===== src/rtl/clkdiv_multi_if.sv =====
// Control, configuration and output bundle for the multi-channel clock divider.
// The master side drives enables/config; the slave side (the divider) returns waves and ticks.
interface clkdiv_multi_if #(
  parameter int N_CH  = 4,
  parameter int CNT_W = 32,
  parameter int SEL_W = 4
);
  logic [N_CH-1:0]  en;
  logic             clr;
  logic             cfg_we;
  logic [SEL_W-1:0] cfg_sel;
  logic [CNT_W-1:0] cfg_half;
  logic [N_CH-1:0]  clk_out;
  logic [N_CH-1:0]  tick;

  modport master (
    output en, clr, cfg_we, cfg_sel, cfg_half,
    input  clk_out, tick
  );

  modport slave (
    input  en, clr, cfg_we, cfg_sel, cfg_half,
    output clk_out, tick
  );
endinterface


===== src/rtl/clkdiv_multi.sv =====
// N_CH independent square-wave dividers with runtime-programmable half-periods.
// New half-periods are staged in pending_half and only take effect at a wrap or clr, so outputs never glitch.
module clkdiv_multi #(
  parameter int               N_CH         = 4,
  parameter int               CNT_W        = 32,
  parameter logic [CNT_W-1:0] DEFAULT_HALF = CNT_W'(5_000_000),
  parameter int               SEL_W        = 4
) (
  input logic          clk,
  input logic          rst_n,
  clkdiv_multi_if.slave bus
);

  for (genvar i = 0; i < N_CH; i++) begin : g_ch
    logic [CNT_W-1:0] cnt;
    logic [CNT_W-1:0] active_half;
    logic [CNT_W-1:0] pending_half;
    logic [CNT_W-1:0] eh;
    logic [CNT_W-1:0] next_pending;
    logic             wr;
    logic             wrap;
    logic             out_r;
    logic             tick_r;

    // A programmed half of zero still has to divide, so it behaves as one.
    assign eh           = (active_half == '0) ? CNT_W'(1) : active_half;
    assign wr           = bus.cfg_we && (bus.cfg_sel == SEL_W'(i));
    assign next_pending = wr ? bus.cfg_half : pending_half;
    assign wrap         = (cnt == eh - CNT_W'(1));

    always_ff @(posedge clk or negedge rst_n) begin
      if (!rst_n) begin
        cnt          <= '0;
        out_r        <= 1'b0;
        tick_r       <= 1'b0;
        active_half  <= DEFAULT_HALF;
        pending_half <= DEFAULT_HALF;
      end else begin
        pending_half <= next_pending;
        tick_r       <= 1'b0;
        if (bus.clr) begin
          cnt         <= '0;
          out_r       <= 1'b0;
          active_half <= next_pending;
        end else if (bus.en[i]) begin
          if (wrap) begin
            cnt         <= '0;
            out_r       <= ~out_r;
            tick_r      <= ~out_r;
            active_half <= next_pending;
          end else begin
            cnt <= cnt + CNT_W'(1);
          end
        end
      end
    end

    assign bus.clk_out[i] = out_r;
    assign bus.tick[i]    = tick_r;
  end

endmodule


===== src/flat_wrapper.sv =====
// flat-port wrapper written by rule: the top's interface ports become plain ports
module clkdiv_multi_flat 
#(
  parameter int               N_CH         = 4,
  parameter int               CNT_W        = 32,
  parameter logic [CNT_W-1:0] DEFAULT_HALF = CNT_W'(5_000_000),
  parameter int               SEL_W        = 4
)
  (clk, rst_n, bus_en, bus_clr, bus_cfg_we, bus_cfg_sel, bus_cfg_half, bus_clk_out, bus_tick);
  clkdiv_multi_if #(.N_CH(N_CH), .CNT_W(CNT_W), .SEL_W(SEL_W)) bus_i ();
  input logic clk;
  input logic rst_n;
  input wire logic [$bits(bus_i.en)-1:0] bus_en;
  input wire logic [$bits(bus_i.clr)-1:0] bus_clr;
  input wire logic [$bits(bus_i.cfg_we)-1:0] bus_cfg_we;
  input wire logic [$bits(bus_i.cfg_sel)-1:0] bus_cfg_sel;
  input wire logic [$bits(bus_i.cfg_half)-1:0] bus_cfg_half;
  output wire logic [$bits(bus_i.clk_out)-1:0] bus_clk_out;
  output wire logic [$bits(bus_i.tick)-1:0] bus_tick;
  assign bus_i.en = bus_en;
  assign bus_i.clr = bus_clr;
  assign bus_i.cfg_we = bus_cfg_we;
  assign bus_i.cfg_sel = bus_cfg_sel;
  assign bus_i.cfg_half = bus_cfg_half;
  assign bus_clk_out = bus_i.clk_out;
  assign bus_tick = bus_i.tick;
  clkdiv_multi #(.N_CH(N_CH), .CNT_W(CNT_W), .DEFAULT_HALF(DEFAULT_HALF), .SEL_W(SEL_W)) u_core (.clk(clk), .rst_n(rst_n), .bus(bus_i));
endmodule

===== config.mk =====
export PLATFORM = sky130hd
export DESIGN_NAME = clkdiv_multi_flat
export DESIGN_NICKNAME = d
export VERILOG_FILES = /design/src/rtl/clkdiv_multi_if.sv /design/src/rtl/clkdiv_multi.sv /design/src/flat_wrapper.sv
export SDC_FILE = /design/constraint.sdc
export NUM_CORES = 1
export LEC_CHECK = 0
export ABC_AREA = 1
export ABC_CLOCK_PERIOD_IN_PS = 4190
export CAP_MARGIN = 20
export CELL_PAD_IN_SITES_DETAIL_PLACEMENT = 1
export CELL_PAD_IN_SITES_GLOBAL_PLACEMENT = 1
export CORE_ASPECT_RATIO = 2
export CORE_UTILIZATION = 40
export DETAILED_ROUTE_END_ITERATION = 12
export GPL_TIMING_DRIVEN = 0
export PLACE_DENSITY_LB_ADDON = 0.1
export SLEW_MARGIN = 40
export SYNTH_ARGS = -nofsm -noshare
export SYNTH_HDL_FRONTEND = slang
export SYNTH_SLANG_ARGS = --single-unit

===== constraint.sdc =====
create_clock -name clk -period 4.19 [get_ports clk]
set_input_delay 0.838 -clock clk [delete_from_list [all_inputs] [get_ports clk]]
set_output_delay 0.838 -clock clk [all_outputs]
set_load 0.02 [all_outputs]

Word level (Yosys, flattened, before mapping)
Index checks and enable logic that the tools add are counted.
Word-level totals
  register bits after elaboration: 392
  bits of input ports: 44
  output and inout port bits: 8
  logic and storage cells: 116
Operators by class
  $add $sub $neg: 8
  equal/unequal tests: 7
  mux-type cells: 56
  bitwise gates (word level): 4
  reduce and logical (&&, ||, !) cells: 21
Operators with widths (number)
  two-way mux 32 bit: 32
  adder 32 x 1 -> 32 bit (second input constant): 4
  equality test 32 bit: 4
  zero test 32 bit: 4
  subtractor 32 x 1 -> 32 bit (second input constant): 4
  two-way mux 1 bit: 24
  nonzero test 2 bit: 8
  equality test 4 x 2 -> 1 bit (second input constant): 2
  AND reduction 2 bit: 4
  equality test 4 x 1 -> 1 bit (second input constant): 1
  logical AND 1 bit: 4
  zero test 4 bit: 1
  inverter 1 bit: 4

Depth between registers and ports, before layout
Gate-level depths: netlist (run 1).
  word-level depth: 7
  depth in mapped cells: 25
  gate-level depth less buffers: 23

Worst setup path before layout (run 1)
Ideal clock, no wire load.
  path type: register to register
  start point: register u_core.g_ch[1].active_half[6]
  end point: register u_core.g_ch[1].cnt[10]
  setup time: 0.133 ns
  data arrival time: 3.018 ns
  required time: 4.057 ns
  setup slack: 1.039 ns
  stages on the path, launching flop included: 23
  path buffers: 2
  clock period less this slack: 3.151 ns
  path through: dfstp_2 nor2_1 nand2_1 nor2_2 nand2_2 nor2_2 nor2_4 ha_1 nand3_1 nor2_2 nand2_2 nor2_1 nand2_1 xor2_1 inv_1 nor3_1 nand3_1 nor2_1 nand2_2 nand2_4 buf_6 buf_4 a21oi_1
Between the ends
  longest elaborated chain between the ends: 7
RTL lines
  start: declaration: RTL line clkdiv_multi.sv:16  | logic [CNT_W-1:0] active_half;
  start signal: assignment: RTL line clkdiv_multi.sv:44  | active_half <= next_pending;
  start signal: assignment: RTL line clkdiv_multi.sv:50  | active_half <= next_pending;
  zero test 32 bit: RTL line clkdiv_multi.sv:26  | assign eh = (active_half == '0) ? CNT_W'(1) : active_half;
  two-way mux 32 bit *: RTL line clkdiv_multi.sv:26
  subtractor 32 x 1 -> 32 bit *: RTL line clkdiv_multi.sv:29  | assign wrap = (cnt == eh - CNT_W'(1));
  equality test 32 bit *: RTL line clkdiv_multi.sv:29
  two-way mux 32 bit *: RTL line clkdiv_multi.sv:46  | if (wrap) begin
  two-way mux 32 bit *: RTL line clkdiv_multi.sv:45  | end else if (bus.en[i]) begin
  two-way mux 32 bit *: RTL line clkdiv_multi.sv:41  | if (bus.clr) begin
  end signal: assignment: RTL line clkdiv_multi.sv:52  | cnt <= cnt + CNT_W'(1);
  end: declaration: RTL line clkdiv_multi.sv:15  | logic [CNT_W-1:0] cnt;
Every way passes the cells marked *; elsewhere a longest branch is shown, timed or not. The select of a mux whose other input is x is not followed.
A chain may end at the register's enable or synchronous reset.

Worst setup path in the final report (run 1)
  start point: register u_core.g_ch[0].active_half[21]
  end point: register u_core.g_ch[0].cnt[25]
Between the ends
  longest elaborated chain between the ends: 7
RTL lines (RTL line)
  start: declaration: clkdiv_multi.sv:16
  start signal: assignment: clkdiv_multi.sv:44
  start signal: assignment: clkdiv_multi.sv:50
  zero test 32 bit: clkdiv_multi.sv:26
  two-way mux 32 bit *: clkdiv_multi.sv:26
  subtractor 32 x 1 -> 32 bit *: clkdiv_multi.sv:29
  equality test 32 bit *: clkdiv_multi.sv:29
  two-way mux 32 bit *: clkdiv_multi.sv:46
  two-way mux 32 bit *: clkdiv_multi.sv:45
  two-way mux 32 bit *: clkdiv_multi.sv:41
  end signal: assignment: clkdiv_multi.sv:52
  end: declaration: clkdiv_multi.sv:15
Marked as above.

==> results of run 1 <==
[logic make-up after synthesis]
logic type,Yosys count
xor gates and xnor gates,285
adders and majority gates,8
and+or+nand+nor,1840
DFF,392
buffers and inverters,452
AOI/OAI and AO/OA,237
[layout make-up]
class                           count  area [um2]  area share (%)
Inverter                          343        1287           4.790
Buffer                            109       610.6           2.272
Clock inverter                     16       162.7          0.6052
Multi-Input combinational cell   2370       12160           45.24
Sequential cell                   392        9889           36.80
Clock buffer                       52        1085           4.036
Timing Repair Buffer               66       720.7           2.681
Tap cell                          768       960.9           3.575
[worst max-delay path: stages, from the launching register on]
cell and delay (ns):
dfrtp_1 0.44, nor2_1 0.26, nand2_1 0.12, nor2_1 0.30
nand2_1 0.09, nor2_1 0.20, nor2_4 0.10, ha_1 0.21
nand2_1 0.18, nor3_2 0.09, nand2_1 0.19, inv_1 0.10
nand2_1 0.12, xor2_1 0.32, nand3_1 0.14, nor2_1 0.11
nand2_1 0.13, nor2_2 0.18, nand3_4 0.17, nand2_4 0.20
buf_6 0.16, nor2_1 0.05
[cell usage after synthesis (all sizes together), types with 2 or more instances]
master  instances  area share [%]
dfstp          64             7.1
or2             9            0.24
xor2          201             7.4
clkbuf         60            0.95
xnor2          84             3.1
nor2          443             7.4
ha              8            0.42
inv           342             5.4
nor4           21            0.55
nand2         798              13
nand4          81             2.2
nor3b           3            0.12
o211ai          2           0.063
and2            4            0.11
and3            3           0.079
nor3           77             1.8
a21oi          56             1.2
nand3b         17            0.54
a31oi           2           0.053
a21boi          6            0.19
o22ai           5            0.13
buf            49             1.6
o21bai          6            0.19
o21ai         153             3.2
dfrtp         328              35
a211oi          3           0.095
nand3         382             8.3
[what timing repair did]
item,CTS,global route
buffers inserted,4,9
pin swaps,3,7
resized for setup,6,28
setup endpoints to repair,197,242
[metal layers]
layer | GRT usage [%] | wire length, um | vias up
li1 | - | - | 10470
met1 | 28.88 | 31230 | 10590
met2 | 55.88 | 47580 | 323
met3 | 2.037 | 1511 | 215
met4 | 17.19 | 5407 | 0
met5 | 0 | 0 | -
[power groups by stage]
stage	combinational [mW]	clock, mW	sequential (mW)
floorplan	2.67	0	4.70
global placement	3.71	0	4.88
detailed placement	3.83	0	4.89
CTS	3.87	3.64	4.83
global route	4.35	3.75	4.89
finish	3.91	3.56	4.84
[final timing paths]
check / from / cells past startpoint / slack [ns] / to
worst min-delay path: rst_n / 1 / 0.19 / u_core.g_ch[3].cnt[12]$_DFFE_PN0P_
worst max register to register: u_core.g_ch[0].active_half[21]$_DFFE_PN0P_ / 21 / 0.24 / u_core.g_ch[0].cnt[25]$_DFFE_PN0P_
worst max-delay path: u_core.g_ch[0].active_half[21]$_DFFE_PN0P_ / 21 / 0.24 / u_core.g_ch[0].cnt[25]$_DFFE_PN0P_
worst min register to register: u_core.g_ch[0].pending_half[30]$_DFF_PN0_ / 2 / 0.50 / u_core.g_ch[0].pending_half[30]$_DFF_PN0_
min in group clk: u_core.g_ch[0].pending_half[30]$_DFF_PN0_ / 2 / 0.50 / u_core.g_ch[0].pending_half[30]$_DFF_PN0_
max in group asynchronous: rst_n / 3 / 2.76 / u_core.g_ch[1].active_half[22]$_DFFE_PN1P_
[per-stage QoR]
| step | total power, mW | setup WS, ns | area, um2 |
|---|---|---|---|
| 6_report | 12.31 | 0.2372 | 26880 |
| 5_1_grt | 13.00 | 0.01154 | 26880 |
| 4_1_cts | 12.34 | 0.008892 | 26680 |
| 3_5_place_dp | 8.722 | -0.2005 | 25370 |
| 3_3_place_gp | 8.595 | -15.28 | 25230 |
| 2_1_floorplan | 7.367 | 1.039 | 23780 |
[registers in the layout, indices dropped and copies added, names as in the netlist]
| register | count |
|---|---|
| u_core.g_ch.active_half | 128 |
| u_core.g_ch.cnt | 128 |
| u_core.g_ch.out_r | 4 |
| u_core.g_ch.pending_half | 128 |
| u_core.g_ch.tick_r | 4 |
==> impl_metrics.csv, run 1 <==
group,metric,value,unit
global_route,grt_pass1_wl,132300,um
cells_and_area,layout_commonest_cell,"nand2_1",
synthesis,synth-edff-count,0,
synthesis,yosysUniqueCellTypes,50,
timing,final_max_slew_viol_count,0,
timing,rsz0062_at_grt,"false",
synthesis,synthMuxAreaShare,0,%
placed_design,dp_hpwl,69170,um
cells_and_area,fin_nets,3371,
critical_path,crit_type,"flip-flop to flip-flop",
cells_and_area,nFillCells,7432,
cells_and_area,drive_gt1_share,8.841,%
global_route,grt_overflow,0,
power,internal_power,7.589,mW
placed_design,port_buffers,48,
synthesis,synthArstFlopShare,100.0,%
cells_and_area,final_core_util,45.58,%
global_route,grt_max_degree,77,
run,maxCapViolations,0,
clock_tree,cts.sinks,392,
die,die_y,346.9,um
synthesis,synth_ff_type,"dfrtp_1",
clock_tree,cts-buffers-inserted,37,
cells_and_area,final_cell_mix,"nand2_1, nor2_1, nand3_1, inv_1, dfrtp_1",
synthesis,ys_ff_latch,392,
global_route,grt_pass1_vias,23720,
global_route,antenna_found_initial,0,
synthesis,syn_nets,3266,
detailed_routing,antenna_left,0,
detailed_routing,drt-pass1-iter-count,5,
critical_path,worstPathMaxFanout,10,
synthesis,synth_xor_area_share,10.50,%
power,p_leak,13.13,nW
clock_tree,postCtsHoldBufs,0,
detailed_routing,vias,21600,
global_route,track_usage,28.56,%
synthesis,yosysSeqAreaShare,41.58,%
timing,worst_slew_margin_rel,46.00,%
power,max-vdd-ir-drop,0.0003541,V
power,clkPwrFrac,28.9,%
clock_tree,cts_root_buf,"clkbuf_16",
die,die_w,174.4,um
synthesis,synth_top_family_by_area,"simple AND/OR/NAND/NOR gates",
synthesis,yosys.area_share.simple,34.30,%
power,switching_power,4.717,mW
detailed_routing,drt_iter0_drc,968,
timing,period_share,94.34,%
timing,min_period,3.953,ns
detailed_routing,via_per_inst,5.247,
cells_and_area,diodes,0,
timing,max_freq,253.0,MHz
timing,final_hold_viol_count,0,
detailed_routing,post_drt_wl_per_cell,20.83,um
critical_path,setup.worst_path.end_class,"flip-flop",
timing,skew,0.01410,ns
cells_and_area,layout.cells.non_filler,4116,
die,die_area,60500,um2
synthesis,synth_adder_area_share,0.4209,%
synthesis,yosysWarnings,0,
critical_path,start_kind,"flip-flop",
die,start_util,40.34,%
clock_tree,htreeDepth,2,
clock_tree,path_clk_slew,0.06,ns
synthesis,synth.cell_area,23780,um2
clock_tree,tritoncts,"built",
die,ioPinCount,52,
timing,setup_tns,0,ns
timing,worstMarginPinSlew,0.8099,ns
cells_and_area,area_growth,13.00,%
clock_tree,clkLatencyLatePin,0.56,ns
clock_tree,clock_path_buffers,3,
timing,whs,0.1919,ns
detailed_routing,wl,85730,um
timing,setup_viol,0,
hold_path,min_path_type,"input pin to async pin",
die,coreArea,58960,um2
die,num_rows,126,
placed_design,gp_congestion,0.9362,
synthesis,syn_inst,3214,
critical_path,required,4.64,ns
power,pwr-share-seq,39.3,%
power,power_density,457.8,nW/um2
placed_design,dp_cells,4035,
synthesis,synth-compound-area-share,5.255,%
synthesis,syn_avg_cell_area,7.400,um2
detailed_routing,drc_errors,0,
outcome,status,"completed",
power,p_comb_share,31.8,%
critical_path,arrival,4.40,ns
power,switching_share,38.33,%
Power figures use the tool's default switching activity.
==> run 2: changes to the inputs <==
--- a/config.mk
+++ b/config.mk
@@ -6,7 +6,7 @@
 export NUM_CORES = 1
 export LEC_CHECK = 0
 export ABC_AREA = 1
-export ABC_CLOCK_PERIOD_IN_PS = 4190
+export ABC_CLOCK_PERIOD_IN_PS = 4600
 export CAP_MARGIN = 20
 export CELL_PAD_IN_SITES_DETAIL_PLACEMENT = 1
 export CELL_PAD_IN_SITES_GLOBAL_PLACEMENT = 1
==> constraint.sdc (replaced) <==
create_clock -name clk -period 4.6 [get_ports clk]
set_input_delay 0.92 -clock clk [delete_from_list [all_inputs] [get_ports clk]]
set_output_delay 0.92 -clock clk [all_outputs]
set_load 0.02 [all_outputs]
==> run 2 against run 1 <==
  * Wire length is 0.46% lower
  * Die area unchanged
  * Cell count decreased by 0.15%
  * Worst hold slack better by 0.078 ns
  * First-iteration DRC count decreased by 8.5%
  * Non-clock buffer count fell by 6
  * Critical path type unchanged
  * Critical endpoint is now u_core.g_ch[2].cnt[21]$_DFFE_PN0P_
  * Largest cell class unchanged
  * Largest power group unchanged
==> impl_metrics.csv, run 2 (synthesis gave the netlist of run 1 again) <==
group,metric,value,unit
clock_tree,tritoncts,"built",
placed_design,gp_congestion,0.9362,
global_route,grt_overflow,0,
detailed_routing,wl,85330,um
timing,final_hold_viol_count,0,
clock_tree,cts-buffers-inserted,37,
power,internal_power,6.890,mW
cells_and_area,layout_commonest_cell,"nand2_1",
timing,period_share,91.81,%
global_route,track_usage,28.54,%
timing,worst_slew_margin_rel,48.44,%
die,die_area,60500,um2
clock_tree,path_clk_slew,0.07,ns
power,switching_power,4.258,mW
timing,whs,0.2696,ns
run,maxCapViolations,0,
global_route,grt_pass1_vias,23700,
detailed_routing,drt_iter0_drc,886,
critical_path,crit_chain,"nor2_1, nand2_1, nor2_1, nand3_1, nor2_1, nor2_1, ha_1, nand3_2, nor2_1, nand4_1, buf_4, nor3_2, xor2_2, nand2_1, nor2_1, nand3_1, nor2_2, nand3_2, nand2_1, buf_4, buf_6, nor2_1",
placed_design,dp_cells,4035,
global_route,antenna_found_initial,0,
cells_and_area,area_growth,12.28,%
cells_and_area,diodes,0,
die,ioPinCount,52,
die,start_util,40.34,%
critical_path,setup.worst_path.end_class,"flip-flop",
power,p_comb_share,31.4,%
global_route,grt_pass1_wl,132300,um
hold_path,min_path_type,"input pin to async pin",
critical_path,required,5.05,ns
timing,worstMarginPinSlew,0.7734,ns
power,power_density,417.4,nW/um2
cells_and_area,largestRegisters,"u_core.g_ch.active_half (128), u_core.g_ch.cnt (128), u_core.g_ch.pending_half (128)",
timing,finalWorstSetupSlack,0.3766,ns
power,p_leak,13.05,nW
die,coreArea,58960,um2
outcome,status,"completed",
critical_path,crit_buf_inv,3,
die,die_y,346.9,um
critical_path,worstPathMaxFanout,10,
die,num_rows,126,
timing,max_freq,236.8,MHz
die,die_w,174.4,um
clock_tree,postCtsHoldBufs,0,
detailed_routing,post_drt_wl_per_cell,20.76,um
power,switching_share,38.19,%
clock_tree,cts.sinks,392,
cells_and_area,fin_nets,3365,
critical_path,cpPeakStageDelay,0.59,ns
clock_tree,htreeDepth,2,
power,max-vdd-ir-drop,0.0003212,V
clock_tree,clock_path_buffers,3,
clock_tree,clkLatencyLatePin,0.56,ns
global_route,grt_max_degree,77,
timing,skew,0.01372,ns
critical_path,crit_path_frequent_cell,"nor2_1",
placed_design,placed_cell_area,25370,um2
placed_design,dp_hpwl,69170,um
timing,min_period,4.223,ns
detailed_routing,vias,21560,
critical_path,slowest_stage,"dfstp_2",
power,pwr-share-seq,39.5,%
power,total_power,11.15,mW
cells_and_area,layout.cells.non_filler,4110,
detailed_routing,antenna_left,0,
detailed_routing,drt-pass1-iter-count,5,
clock_tree,cts_root_buf,"clkbuf_16",
placed_design,port_buffers,48,
placed_design,place_ws,0.2095,ns
timing,rsz0062_at_grt,"false",
power,clkPwrFrac,29.1,%
timing,setup_viol,0,
critical_path,crit_type,"flip-flop to flip-flop",
timing,final_max_slew_viol_count,0,
timing,setup_tns,0,ns
detailed_routing,drc_errors,0,
critical_path,critPathTopFamily,"simple AND/OR/NAND/NOR gates",
critical_path,arrival,4.68,ns
detailed_routing,via_per_inst,5.245,
cells_and_area,final_cell_mix,"nand2_1, nor2_1, nand3_1, inv_1, dfrtp_1",
cells_and_area,final_core_util,45.29,%
cells_and_area,drive_gt1_share,8.139,%
cells_and_area,post-route-cell-area,26700,um2
critical_path,start_kind,"flip-flop",
run 2: final cells by class:
type,instances,area (um2)
Fill cell,7443,32260
Multi-Input combinational cell,2370,12040
Sequential cell,392,9889
Inverter,343,1287
Clock buffer,52,1085
Tap cell,768,960.9
Timing Repair Buffer,60,675.6
Buffer,109,606.8
Clock inverter,16,162.7
run 2: what timing repair did:
action	CTS	global route
hold endpoints to repair	0	0
buffers inserted	0	7
gates resized for setup	0	6
setup endpoints to repair	0	180
run 2: metal layers:
layer | GRT usage, % | routed length, um | up-vias
li1 | - | - | 10460
met1 | 28.87 | 30960 | 10550
met2 | 55.92 | 47410 | 340
met3 | 2.037 | 1608 | 214
met4 | 17.04 | 5353 | 0
met5 | 0 | 0 | -
run 2: power groups by stage:
stage,combinational [mW],sequential (mW),clock [mW]
final,3.50,4.40,3.24
after global routing,3.91,4.46,3.42
after CTS,3.51,4.40,3.32
after detailed placement,3.49,4.46,0
after global placement,3.38,4.45,0
after floorplan,2.43,4.28,0
run 2: worst paths after layout:
check / from / to / slack, ns / depth (start not counted)
worst max-delay path: u_core.g_ch[2].active_half[19]$_DFFE_PN1P_ / u_core.g_ch[2].cnt[21]$_DFFE_PN0P_ / 0.38 / 22
worst min-delay path: rst_n / u_core.g_ch[3].cnt[12]$_DFFE_PN0P_ / 0.27 / 1
worst max register to register: u_core.g_ch[2].active_half[19]$_DFFE_PN1P_ / u_core.g_ch[2].cnt[21]$_DFFE_PN0P_ / 0.38 / 22
worst min register to register: u_core.g_ch[3].active_half[9]$_DFFE_PN1P_ / u_core.g_ch[3].active_half[9]$_DFFE_PN1P_ / 0.50 / 2
max in group asynchronous: rst_n / u_core.g_ch[1].active_half[22]$_DFFE_PN1P_ / 3.09 / 3
min in group clk: u_core.g_ch[3].active_half[9]$_DFFE_PN1P_ / u_core.g_ch[3].active_half[9]$_DFFE_PN1P_ / 0.50 / 2
==> run 3: changes to the inputs <==
--- a/config.mk
+++ b/config.mk
@@ -5,13 +5,13 @@
 export SDC_FILE = /design/constraint.sdc
 export NUM_CORES = 1
 export LEC_CHECK = 0
-export ABC_AREA = 1
 export ABC_CLOCK_PERIOD_IN_PS = 4600
 export CAP_MARGIN = 20
 export CELL_PAD_IN_SITES_DETAIL_PLACEMENT = 1
 export CELL_PAD_IN_SITES_GLOBAL_PLACEMENT = 1
 export CORE_ASPECT_RATIO = 2
 export CORE_UTILIZATION = 40
+export CTS_BUF_LIST = sky130_fd_sc_hd__clkbuf_8 sky130_fd_sc_hd__clkbuf_16
 export DETAILED_ROUTE_END_ITERATION = 12
 export GPL_TIMING_DRIVEN = 0
 export PLACE_DENSITY_LB_ADDON = 0.1
==> run 3 against run 2 <==
  * The run now ends with design-rule violations, negative setup slack left
  * Power rose by 2.1%
  * Cell area down 2.5%
  * Global-route usage is 3.1 points lower
  * Sequential share of layout area increased by 0.97 points
  * Synthesized cell count is 37% lower
  * Clock skew increased by 0.0040 ns
  * Count of clock-buffer cells in the layout decreased by 8
  * Combinational power is 11% lower
  * Core utilization rose by 4.0 points
  * First-iteration DRC count decreased by 15%
  * Die area is 9.6% lower
  * Critical endpoint is now u_core.g_ch[2].active_half[2]$_DFFE_PN0P_
  * Highest routed layer unchanged
==> impl_metrics.csv, run 3 <==
group,metric,value,unit
synthesis,yosysSeqAreaShare,46.06,%
synthesis,synth.cell_area,21470,um2
cells_and_area,diodes,0,
global_route,grt_pass1_wl,106600,um
placed_design,port_buffers,49,
cells_and_area,post-route-cell-area,26050,um2
cells_and_area,drive_gt1_share,28.33,%
synthesis,yosysWarnings,0,
critical_path,rr_worst_depth,15,
detailed_routing,antenna_left,0,
synthesis,ys_ff_latch,392,
synthesis,syn_nets,2081,
die,die_area,54660,um2
timing,finalWorstSetupSlack,-0.3213,ns
cells_and_area,largestRegisters,"u_core.g_ch.active_half (128), u_core.g_ch.cnt (128), u_core.g_ch.pending_half (128)",
placed_design,dp_cells,2748,
global_route,grt_max_degree,79,
cells_and_area,multi_input_area,11850,um2
power,power_density,437.1,nW/um2
timing,final_hold_viol_count,0,
cells_and_area,nFillCells,5660,
timing,skew,0.01776,ns
die,num_rows,119,
detailed_routing,drt-pass1-iter-count,8,
cells_and_area,area_growth,21.32,%
cells_and_area,final_core_util,49.28,%
synthesis,syn_inst,2029,
critical_path,reg2reg_setup_slack,-0.32,ns
power,p_leak,10.37,nW
synthesis,synth_most_common_cell,"dfrtp_1",
critical_path,rr_startpoint,"u_core.g_ch[2].active_half[23]$_DFFE_PN0P_",
clock_tree,cts.sinks,392,
global_route,grt_pass1_vias,17870,
placed_design,place_ws,-1.547,ns
placed_design,placed_cell_area,23140,um2
outcome,status,"finished, violations left",
global_route,grt_overflow,0,
die,start_util,40.62,%
placed_design,dp_hpwl,50150,um
critical_path,start_kind,"flip-flop",
power,total_power,11.38,mW
detailed_routing,vias,16570,
synthesis,synth-edff-count,0,
synthesis,synthTopCellsByCount,"dfrtp_1, mux2_2, nor2_1",
timing,worstMarginPinSlew,0.7983,ns
timing,min_period,4.921,ns
cells_and_area,fin_nets,2243,
critical_path,rr_endpoint,"u_core.g_ch[2].active_half[2]$_DFFE_PN0P_",
outcome,violations,"design-rule violations, negative setup slack",
detailed_routing,drc_errors,5,
detailed_routing,post_drt_wl_per_cell,24.01,um
cells_and_area,layout_commonest_cell,"dfrtp_1",
clock_tree,tritoncts,"built",
critical_path,arrival,5.36,ns
timing,max_freq,203.2,MHz
clock_tree,cts_root_buf,"clkbuf_16",
cells_and_area,layout.cells.non_filler,2885,
global_route,track_usage,25.42,%
hold_path,min_path_type,"input pin to async pin",
detailed_routing,via_per_inst,5.745,
cells_and_area,final_cell_mix,"dfrtp_1, nor2_1, mux2_2, xnor2_1, xor2_1",
synthesis,yosys-top-cells-area,"dfrtp_1, mux2_2, dfstp_2, xnor2_1, xor2_1",
synthesis,syn_avg_cell_area,10.58,um2
timing,worst_slew_margin_rel,46.58,%
clock_tree,path_clk_slew,0.07,ns
timing,rsz0062_at_grt,"true",
die,die_y,329.6,um
critical_path,setup.worst_path.end_class,"flip-flop",
detailed_routing,wl,69280,um
timing,setup_tns,-16.73,ns
run,maxCapViolations,0,
critical_path,worstPathMaxFanout,10,
synthesis,synth_ff_type,"dfrtp_1",
timing,whs,0.2663,ns
detailed_routing,drt_iter0_drc,754,
critical_path,required,5.04,ns
clock_tree,clkLatencyLatePin,0.57,ns
die,die_w,165.8,um
timing,setup_viol,94,
clock_tree,htreeDepth,2,
clock_tree,clock_path_buffers,3,
cells_and_area,seqCellArea,9899,um2
timing,final_max_slew_viol_count,0,
synthesis,yosysUniqueCellTypes,84,
power,max-vdd-ir-drop,0.0002801,V
placed_design,gp_congestion,0.9358,
die,ioPinCount,52,
synthesis,synthArstFlopShare,100.0,%
critical_path,crit_type,"flip-flop to flip-flop",
clock_tree,cts-buffers-inserted,39,
die,coreArea,52860,um2
global_route,antenna_found_initial,0,
synthesis,synth_top_cell_area_share,38.23,%
synthesis,synth_top_area_cell,"dfrtp_1",
timing,period_share,107.0,%
-- run 3: cell count changes after synthesis, moves of 118 or more --
cell | before | now
o21ai_0 | 148 | 30
mux2_2 | 0 | 219
nand3_1 | 372 | 65
nor2_1 | 416 | 201
inv_1 | 332 | 28
nand2_1 | 783 | 100
-- run 3: how the worst max path moves through the flow --
| stage | from | endpoint | slack (ns) | cells past startpoint |
|---|---|---|---|---|
| 3_3_place_gp | rst_n | u_core.g_ch[0].active_half[10]$_DFFE_PN0P_ | -14.75 | 1 |
| 2_1_floorplan | u_core.g_ch[2].active_half[11]$_DFFE_PN1P_ | u_core.g_ch[2].active_half[10]$_DFFE_PN0P_ | -0.41 | 18 |
| 6_report | u_core.g_ch[2].active_half[23]$_DFFE_PN0P_ | u_core.g_ch[2].active_half[2]$_DFFE_PN0P_ | -0.32 | 15 |
| 4_1_cts | u_core.g_ch[2].active_half[11]$_DFFE_PN1P_ | u_core.g_ch[2].active_half[25]$_DFFE_PN0P_ | -0.42 | 17 |
| 5_1_grt | u_core.g_ch[2].active_half[22]$_DFFE_PN1P_ | u_core.g_ch[2].active_half[20]$_DFFE_PN0P_ | -0.37 | 16 |
| 3_5_place_dp | u_core.g_ch[2].active_half[0]$_DFFE_PN0P_ | u_core.g_ch[2].cnt[29]$_DFFE_PN0P_ | -1.55 | 16 |
-- run 3: logic make-up after synthesis --
group | after synthesis | share of synthesized area [%]
AND/OR/NAND/NOR | 752 | 18.53
flip-flops | 392 | 46.06
XOR/XNOR | 275 | 11.22
multiplexers | 274 | 14.29
AO/OA/AOI/OAI | 197 | 6.748
buffers and inverters | 131 | 2.692
adder cells (fa/ha/maj) | 8 | 0.4662
-- run 3: area by class of cell --
class,count,area share [%]
multi-input cells,1506,45.50
flip-flops and latches,392,38.01
repair buffers,147,5.755
clock buffers,44,4.011
well taps,665,3.194
plain buffers,75,1.950
clock inverters,26,1.148
inverters,30,0.4323
-- run 3: timing repair --
action	in CTS	in global routing
setup endpoints to repair	263	232
pin swaps	27	40
hold buffers	0	0
gates cloned	3	2
gates resized for setup	97	113
buffers inserted	42	47
-- run 3: power by group --
part           switching, mW  internal, mW
clock network           1.49          1.94
registers              0.724          4.13
logic                   1.58          1.52
total                   3.79          7.59
-- run 3: worst max-delay path, cell delays in order, from the launching register on --
cell and delay [ns]:
dfrtp_2 0.45, or4_4 0.57, nor4b_4 0.28, buf_4 0.19
and3_4 0.21, nor2_4 0.04, ha_4 0.17, or3_4 0.40
a31oi_4 0.30, o221ai_2 0.15, or4_1 0.49, or4_4 0.57
o31ai_4 0.31, buf_12 0.18, buf_12 0.15, mux2_1 0.32
-- run 3: layer usage --
layer / part of all wire (%) / vias up / track usage, %
li1: - / 7648 / -
met1: 37 / 8544 / 26.85
met3: 2.1 / 136 / 2.444
met2: 55 / 246 / 49.09
met5: 0 / - / 0
met4: 5.3 / 0 / 14.32
